--- src/rtl/m_imem_loader_pkg.sv ---
// Shared definitions for the instruction-memory loader: FSM states and frame constants.
package m_imem_loader_pkg;

  typedef enum logic [2:0] {
    ST_HDR  = 3'd0,
    ST_DATA = 3'd1,
    ST_SUM  = 3'd2,
    ST_DONE = 3'd3,
    ST_ERR  = 3'd4
  } state_t;

  localparam int HDR_BYTES      = 4;
  localparam int BYTES_PER_WORD = 4;

endpackage

--- src/rtl/m_imem_loader_word_asm.sv ---
// Little-endian 4-byte assembler: the first strobed byte lands in bits [7:0].
// word_ready and word are combinational on the strobe of the 4th byte so the
// parent can register them with a single cycle of latency.
module m_word_asm
  import m_imem_loader_pkg::*;
(
  input  logic        w_clk,
  input  logic        w_rst,
  input  logic        w_clr,
  input  logic [7:0]  w_byte,
  input  logic        w_strobe,
  output logic [31:0] w_word,
  output logic        w_word_ready
);

  logic [1:0]  cnt_r;
  logic [23:0] shift_r;

  // Combine the three held bytes with the incoming top byte.
  always_comb begin
    w_word       = {w_byte, shift_r};
    w_word_ready = w_strobe && (cnt_r == 2'(BYTES_PER_WORD - 1));
  end

  // Shift bytes in from the top and count position within the word.
  always_ff @(posedge w_clk or posedge w_rst) begin
    if (w_rst) begin
      cnt_r   <= 2'd0;
      shift_r <= 24'd0;
    end else if (w_clr) begin
      cnt_r   <= 2'd0;
      shift_r <= 24'd0;
    end else if (w_strobe) begin
      cnt_r   <= cnt_r + 2'd1;
      shift_r <= {w_byte, shift_r[23:8]};
    end
  end

endmodule

--- src/rtl/m_imem_loader.sv ---
// Program loader: parses a header/payload/checksum byte frame, writes words to
// imem, and holds the CPU in reset until a checksum-verified image is present.
module m_imem_loader
  import m_imem_loader_pkg::*;
#(
  parameter int DEPTH_WORDS = 1024
) (
  input  logic        w_clk,
  input  logic        w_rst,
  input  logic [7:0]  w_rx_data,
  input  logic        w_rx_valid,
  output logic        w_rx_ready,
  input  logic        w_reload,
  output logic        w_we,
  output logic [31:0] w_waddr,
  output logic [31:0] w_wdata,
  output logic        w_cpu_rst,
  output logic        w_done,
  output logic        w_err
);

  state_t      state_r, state_s;
  logic [1:0]  hdr_cnt_r;
  logic [31:0] n_r, word_cnt_r;
  logic [7:0]  xor_r;
  logic        we_r, done_r, err_r, cpu_rst_r, rx_ready_r;
  logic [31:0] waddr_r, wdata_r;

  logic        xfer_s, reload_s, asm_strobe_s, word_ready_s;
  logic [31:0] word_s, n_next_s;

  assign w_rx_ready   = rx_ready_r;
  assign w_we         = we_r;
  assign w_waddr      = waddr_r;
  assign w_wdata      = wdata_r;
  assign w_cpu_rst    = cpu_rst_r;
  assign w_done       = done_r;
  assign w_err        = err_r;

  assign xfer_s       = w_rx_valid && rx_ready_r;
  assign reload_s     = w_reload && ((state_r == ST_DONE) || (state_r == ST_ERR));
  assign asm_strobe_s = xfer_s && (state_r == ST_DATA);
  assign n_next_s     = {w_rx_data, n_r[31:8]};

  m_word_asm u_word_asm (
    .w_clk        (w_clk),
    .w_rst        (w_rst),
    .w_clr        (reload_s),
    .w_byte       (w_rx_data),
    .w_strobe     (asm_strobe_s),
    .w_word       (word_s),
    .w_word_ready (word_ready_s)
  );

  // Next-state logic for the frame parser.
  always_comb begin
    state_s = state_r;
    case (state_r)
      ST_HDR: begin
        if (xfer_s && (hdr_cnt_r == 2'(HDR_BYTES - 1))) begin
          if (n_next_s > 32'(DEPTH_WORDS)) begin
            state_s = ST_ERR;
          end else if (n_next_s == 32'd0) begin
            state_s = ST_SUM;
          end else begin
            state_s = ST_DATA;
          end
        end else begin
          state_s = ST_HDR;
        end
      end
      ST_DATA: begin
        if (word_ready_s && ((word_cnt_r + 32'd1) == n_r)) begin
          state_s = ST_SUM;
        end else begin
          state_s = ST_DATA;
        end
      end
      ST_SUM: begin
        if (xfer_s) begin
          state_s = (w_rx_data == xor_r) ? ST_DONE : ST_ERR;
        end else begin
          state_s = ST_SUM;
        end
      end
      ST_DONE, ST_ERR: begin
        if (reload_s) begin
          state_s = ST_HDR;
        end else begin
          state_s = state_r;
        end
      end
      default: state_s = ST_HDR;
    endcase
  end

  // State register.
  always_ff @(posedge w_clk or posedge w_rst) begin
    if (w_rst) begin
      state_r <= ST_HDR;
    end else begin
      state_r <= state_s;
    end
  end

  // Header count, word counter, running XOR, imem write port and status flags.
  always_ff @(posedge w_clk or posedge w_rst) begin
    if (w_rst) begin
      hdr_cnt_r  <= 2'd0;
      n_r        <= 32'd0;
      word_cnt_r <= 32'd0;
      xor_r      <= 8'd0;
      we_r       <= 1'b0;
      waddr_r    <= 32'd0;
      wdata_r    <= 32'd0;
      done_r     <= 1'b0;
      err_r      <= 1'b0;
      cpu_rst_r  <= 1'b1;
      rx_ready_r <= 1'b1;
    end else begin
      we_r <= 1'b0;
      if ((state_r == ST_HDR) && xfer_s) begin
        n_r       <= n_next_s;
        hdr_cnt_r <= hdr_cnt_r + 2'd1;
      end
      if (asm_strobe_s) begin
        xor_r <= xor_r ^ w_rx_data;
      end
      if (word_ready_s) begin
        we_r       <= 1'b1;
        wdata_r    <= word_s;
        waddr_r    <= {word_cnt_r[29:0], 2'b00};
        word_cnt_r <= word_cnt_r + 32'd1;
      end
      if (reload_s) begin
        hdr_cnt_r  <= 2'd0;
        n_r        <= 32'd0;
        word_cnt_r <= 32'd0;
        xor_r      <= 8'd0;
        waddr_r    <= 32'd0;
      end
      done_r     <= (state_s == ST_DONE);
      err_r      <= (state_s == ST_ERR);
      cpu_rst_r  <= (state_s != ST_DONE);
      rx_ready_r <= (state_s == ST_HDR) || (state_s == ST_DATA) || (state_s == ST_SUM);
    end
  end

endmodule
--- config.mk ---
export PLATFORM = sky130hd
export DESIGN_NAME = m_imem_loader
export DESIGN_NICKNAME = d
export VERILOG_FILES = /design/src/rtl/m_imem_loader_pkg.sv /design/src/rtl/m_imem_loader_word_asm.sv /design/src/rtl/m_imem_loader.sv
export SDC_FILE = /design/constraint.sdc
export NUM_CORES = 1
export LEC_CHECK = 0
export ABC_CLOCK_PERIOD_IN_PS = 10900
export CAP_MARGIN = 10
export CORE_MARGIN = 1.5
export CORE_UTILIZATION = 40
export CTS_BUF_LIST = sky130_fd_sc_hd__clkbuf_8
export DETAILED_ROUTE_END_ITERATION = 8
export HOLD_SLACK_MARGIN = 0.1
export PLACE_DENSITY_LB_ADDON = 0.25
export SYNTH_ARGS = -nofsm -noshare
export SYNTH_HDL_FRONTEND = slang
export SYNTH_HIERARCHICAL = 1
export SYNTH_SLANG_ARGS = --single-unit
export TNS_END_PERCENT = 100
--- constraint.sdc ---
create_clock -name w_clk -period 10.9 [get_ports w_clk]
set_input_delay 2.725 -clock w_clk [delete_from_list [all_inputs] [get_ports w_clk]]
set_output_delay 2.725 -clock w_clk [all_outputs]
set_load 0.1 [all_outputs]
==> impl_metrics.py <==
metrics = {
    "yosys": {
        "synth_ff_type": "dfrtp_1",
        "seq_area_frac_synth_pct": 50.1,
        "yosys_warnings": 6,
        "synth_area_um2": 8490,
        "ys_ff_latch": 170,
        "synthTopCellsByCount": "dfrtp_1 (168), nor2_1 (106), nand2_1 (100)",
        "yosysTopAreaCell": "dfrtp_1",
        "synth.top_cells.by_area": "dfrtp_1 (50%), mux2i_1 (6.7%), xor2_1 (5.2%)",
        "syn_inst": 842,
        "yosysUniqueCellTypes": 59,
        "yosysMostFrequentCell": "dfrtp_1",
        "syn_area_per_cell_um2": 10.1,
        "synth-edff-count": 0,
        "async_reset_ff_share_pct": 100,
        "yosys.area.top_type_share_pct": 49.5,
    },
    "final_layout": {
        "seq_area_um2": 4260,
        "fin_util_pct": 46.4,
        "nNetsFinal": 893,
        "fillers": 2032,
        "multi_input_area_um2": 3850,
        "area.growth.synth_to_final_pct": 14.2,
        "drive_above_1_share_pct": 10.1,
        "num_antenna_cells": 0,
    },
    "cts": {
        "postCtsHoldBufs": 0,
        "cts_sinks": 170,
        "cts_buffers": 17,
        "htree_levels": 4,
        "cts.repair.resized": 0,
        "clkTransAtPathRegs_ns": 0.09,
        "root_buffer": "clkbuf_8",
        "clock_latency_ns": 0.47,
        "postCtsSetupRepairBufs": 0,
        "clockBufferDepth": 2,
        "cts_tree": "done",
    },
    "routing": {
        "detailedRoute.firstPassIterationCount": 5,
        "drtIter0Drc": 542,
        "routed_wl_um": 19200,
        "vias": 6121,
        "drtAntennaViolNets": 0,
        "viasPerCell": 5.25,
        "post_drt_wl_per_cell_um": 16.5,
        "drc": 0,
    },
    "critical_path": {
        "reg2reg_depth": 9,
        "start_kind": "input pin",
        "critPathMaxFanout": 59,
        "cp-end-kind": "flop",
        "required_ns": 11.21,
        "cp_slowest_stage_delay_ns": 0.68,
        "crit_chain": "clkdlybuf4s50_1, nand2_1, nor2_4, buf_4, and2_4, buf_4, nand2_1, nor3_1, xnor2_1, nor2_1",
        "crit_slowest_cell": "buf_4",
        "cp.arrival_ns": 5.96,
        "rrSetupSlack_ns": 7.48,
        "rr_endpoint": "word_cnt_r[24]$_DFFE_PP0P_",
        "worstReg2RegStart": "state_r[0]$_DFF_PP0_",
        "crit_type": "in -> reg",
    },
    "die": {
        "fp.dieArea_um2": 22100,
        "rows": 53,
        "io_pins": 81,
        "fp.dieW_um": 149,
        "die_h_um": 149,
        "coreArea_um2": 20900,
        "initial_utilization_pct": 40.6,
    },
    "place": {
        "gp_congestion": 0.906,
        "dp_hpwl_um": 12500,
        "numPortBuffers": 78,
        "dp_slack_ns": 4.74,
    },
    "power_and_ir_drop": {
        "p_per_area_nw_per_um2": 252,
        "p_leak_nw": 4.13,
        "ir_drop_uv": 314,
        "totalPowerFinal_mw": 2.44,
    },
    "job": {
        "max-cap-violations": 0,
    },
    "sta": {
        "fin_crit_sh_pct": 51.8,
        "fin_skew_ns": 0.0115,
        "slew_violations": 0,
        "fin_setup_tns_ns": 0,
        "rsz0062_at_grt": "false",
        "holdWs_ns": 0.516,
        "setup_violations": 0,
        "setup_slack_ns": 5.26,
        "period_needed_ns": 5.64,
        "maxSlewHeadroom_pct": 23.8,
        "hold_viol": 0,
        "fmax_mhz": 177,
        "tightest_slew_ns": 1.14,
    },
    "grt": {
        "grt_overflow": 0,
        "track_usage_pct": 18.3,
        "grt_pass1_vias": 5861,
        "antenna_found_initial": 0,
        "grt_start_max_net_pins": 82,
        "grt_first_pass_wirelength_um": 31700,
    },
    "min_path": {
        "holdPathEnd": "w_wdata[5]$_DFFE_PP0P_",
        "hold_path_class": "reg -> reg",
        "hold_start": "w_wdata[5]$_DFFE_PP0P_",
        "whs_path_depth": 1,
    },
    "outcome": {
        "status": "finished clean",
    },
}
[area by class of cell]
| type | count | share of cell area (%) |
|---|---|---|
| multi-input combinational | 600 | 39.8 |
| timing repair buffer | 83 | 8.44 |
| inverter | 6 | 0.284 |
| clock inverter | 15 | 1.66 |
| tap | 275 | 3.55 |
| clock buffer | 17 | 2.41 |
| sequential | 170 | 43.9 |
[report_power, final]
group	switching, mW	internal, mW
Clock	0.252	0.189
Sequential	0.159	0.795
Combinational	0.746	0.299
Total	1.16	1.28
[routing by layer]
layer | GRT usage, % | part of all wire (%)
met3 | 3.50 | 4.8
met1 | 26.1 | 48
met4 | 6.09 | 1.6
met5 | 0 | 0
met2 | 27.9 | 45
[sequential cells by signal, indices dropped and copies added (netlist names)]
name                flops
w_rx_ready              1
hdr_cnt_r               2
state_r                 3
xor_r                   8
word_cnt_r             32
w_waddr                30
n_r                    32
u_word_asm/shift_r     24
w_cpu_rst               1
w_err                   1
u_word_asm/cnt_r        2
w_done                  1
w_wdata                32
w_we                    1
[cell families (layout without fill, tap and decap cells)]
logic type               after synthesis  after routing  synth area share [%]
AO/OA/AOI/OAI                         86             86                  5.78
XOR/XNOR                              86             86                  8.87
adder cells (fa/ha/maj)                3              3                 0.442
buffers and inverters                 73            121                  4.76
flip-flops                           170            170                  50.1
multiplexers                          90             90                  11.1
other                                  1              2                0.0442
AND/OR/NAND/NOR                      333            333                  18.9
[critical path: cells and delay by family]
kind	cells	cell delay (ns)
buffers and inverters	3	1.64
and+or+nand+nor	6	1.33
xor gates and xnor gates	1	0.15
[metrics by stage]
stage / instance area, µm² / cells
5_1_grt: 9700 / 1166
4_1_cts: 9700 / 1166
3_3_place_gp: 9300 / 1134
6_report: 9700 / 1166
2_1_floorplan: 8490 / 843
3_5_place_dp: 9300 / 1134
[cells in the final DEF, fill, tap and decap left out, types with 12 or more instances in the layout]
master           instances
o21ai_0                 14
nand4_1                 22
mux2i_1                 57
dfrtp_1                168
mux2_2                  33
clkdlybuf4s50_1         78
a21oi_1                 49
nor4_1                  15
nand3_1                 22
nand2_1                100
nor2_1                 105
nor3_1                  12
clkbuf_8                17
xnor2_1                 36
xor2_1                  50
[worst max-delay path by stage]
| stage | cells past startpoint | to | from | slack, ns |
|---|---|---|---|---|
| after floorplan | 1 | hdr_cnt_r[0]$_DFFE_PP0P_ | w_rst | 4.31 |
| final | 10 | word_cnt_r[24]$_DFFE_PP0P_ | w_rx_valid | 5.26 |
| after global routing | 10 | word_cnt_r[24]$_DFFE_PP0P_ | w_rx_valid | 5.05 |
| after detailed placement | 11 | state_r[0]$_DFF_PP0_ | w_rx_valid | 4.74 |
| after global placement | 10 | word_cnt_r[24]$_DFFE_PP0P_ | w_rx_valid | 4.80 |
| after CTS | 10 | word_cnt_r[24]$_DFFE_PP0P_ | w_rx_valid | 5.27 |
Power figures use the tool's default switching activity.
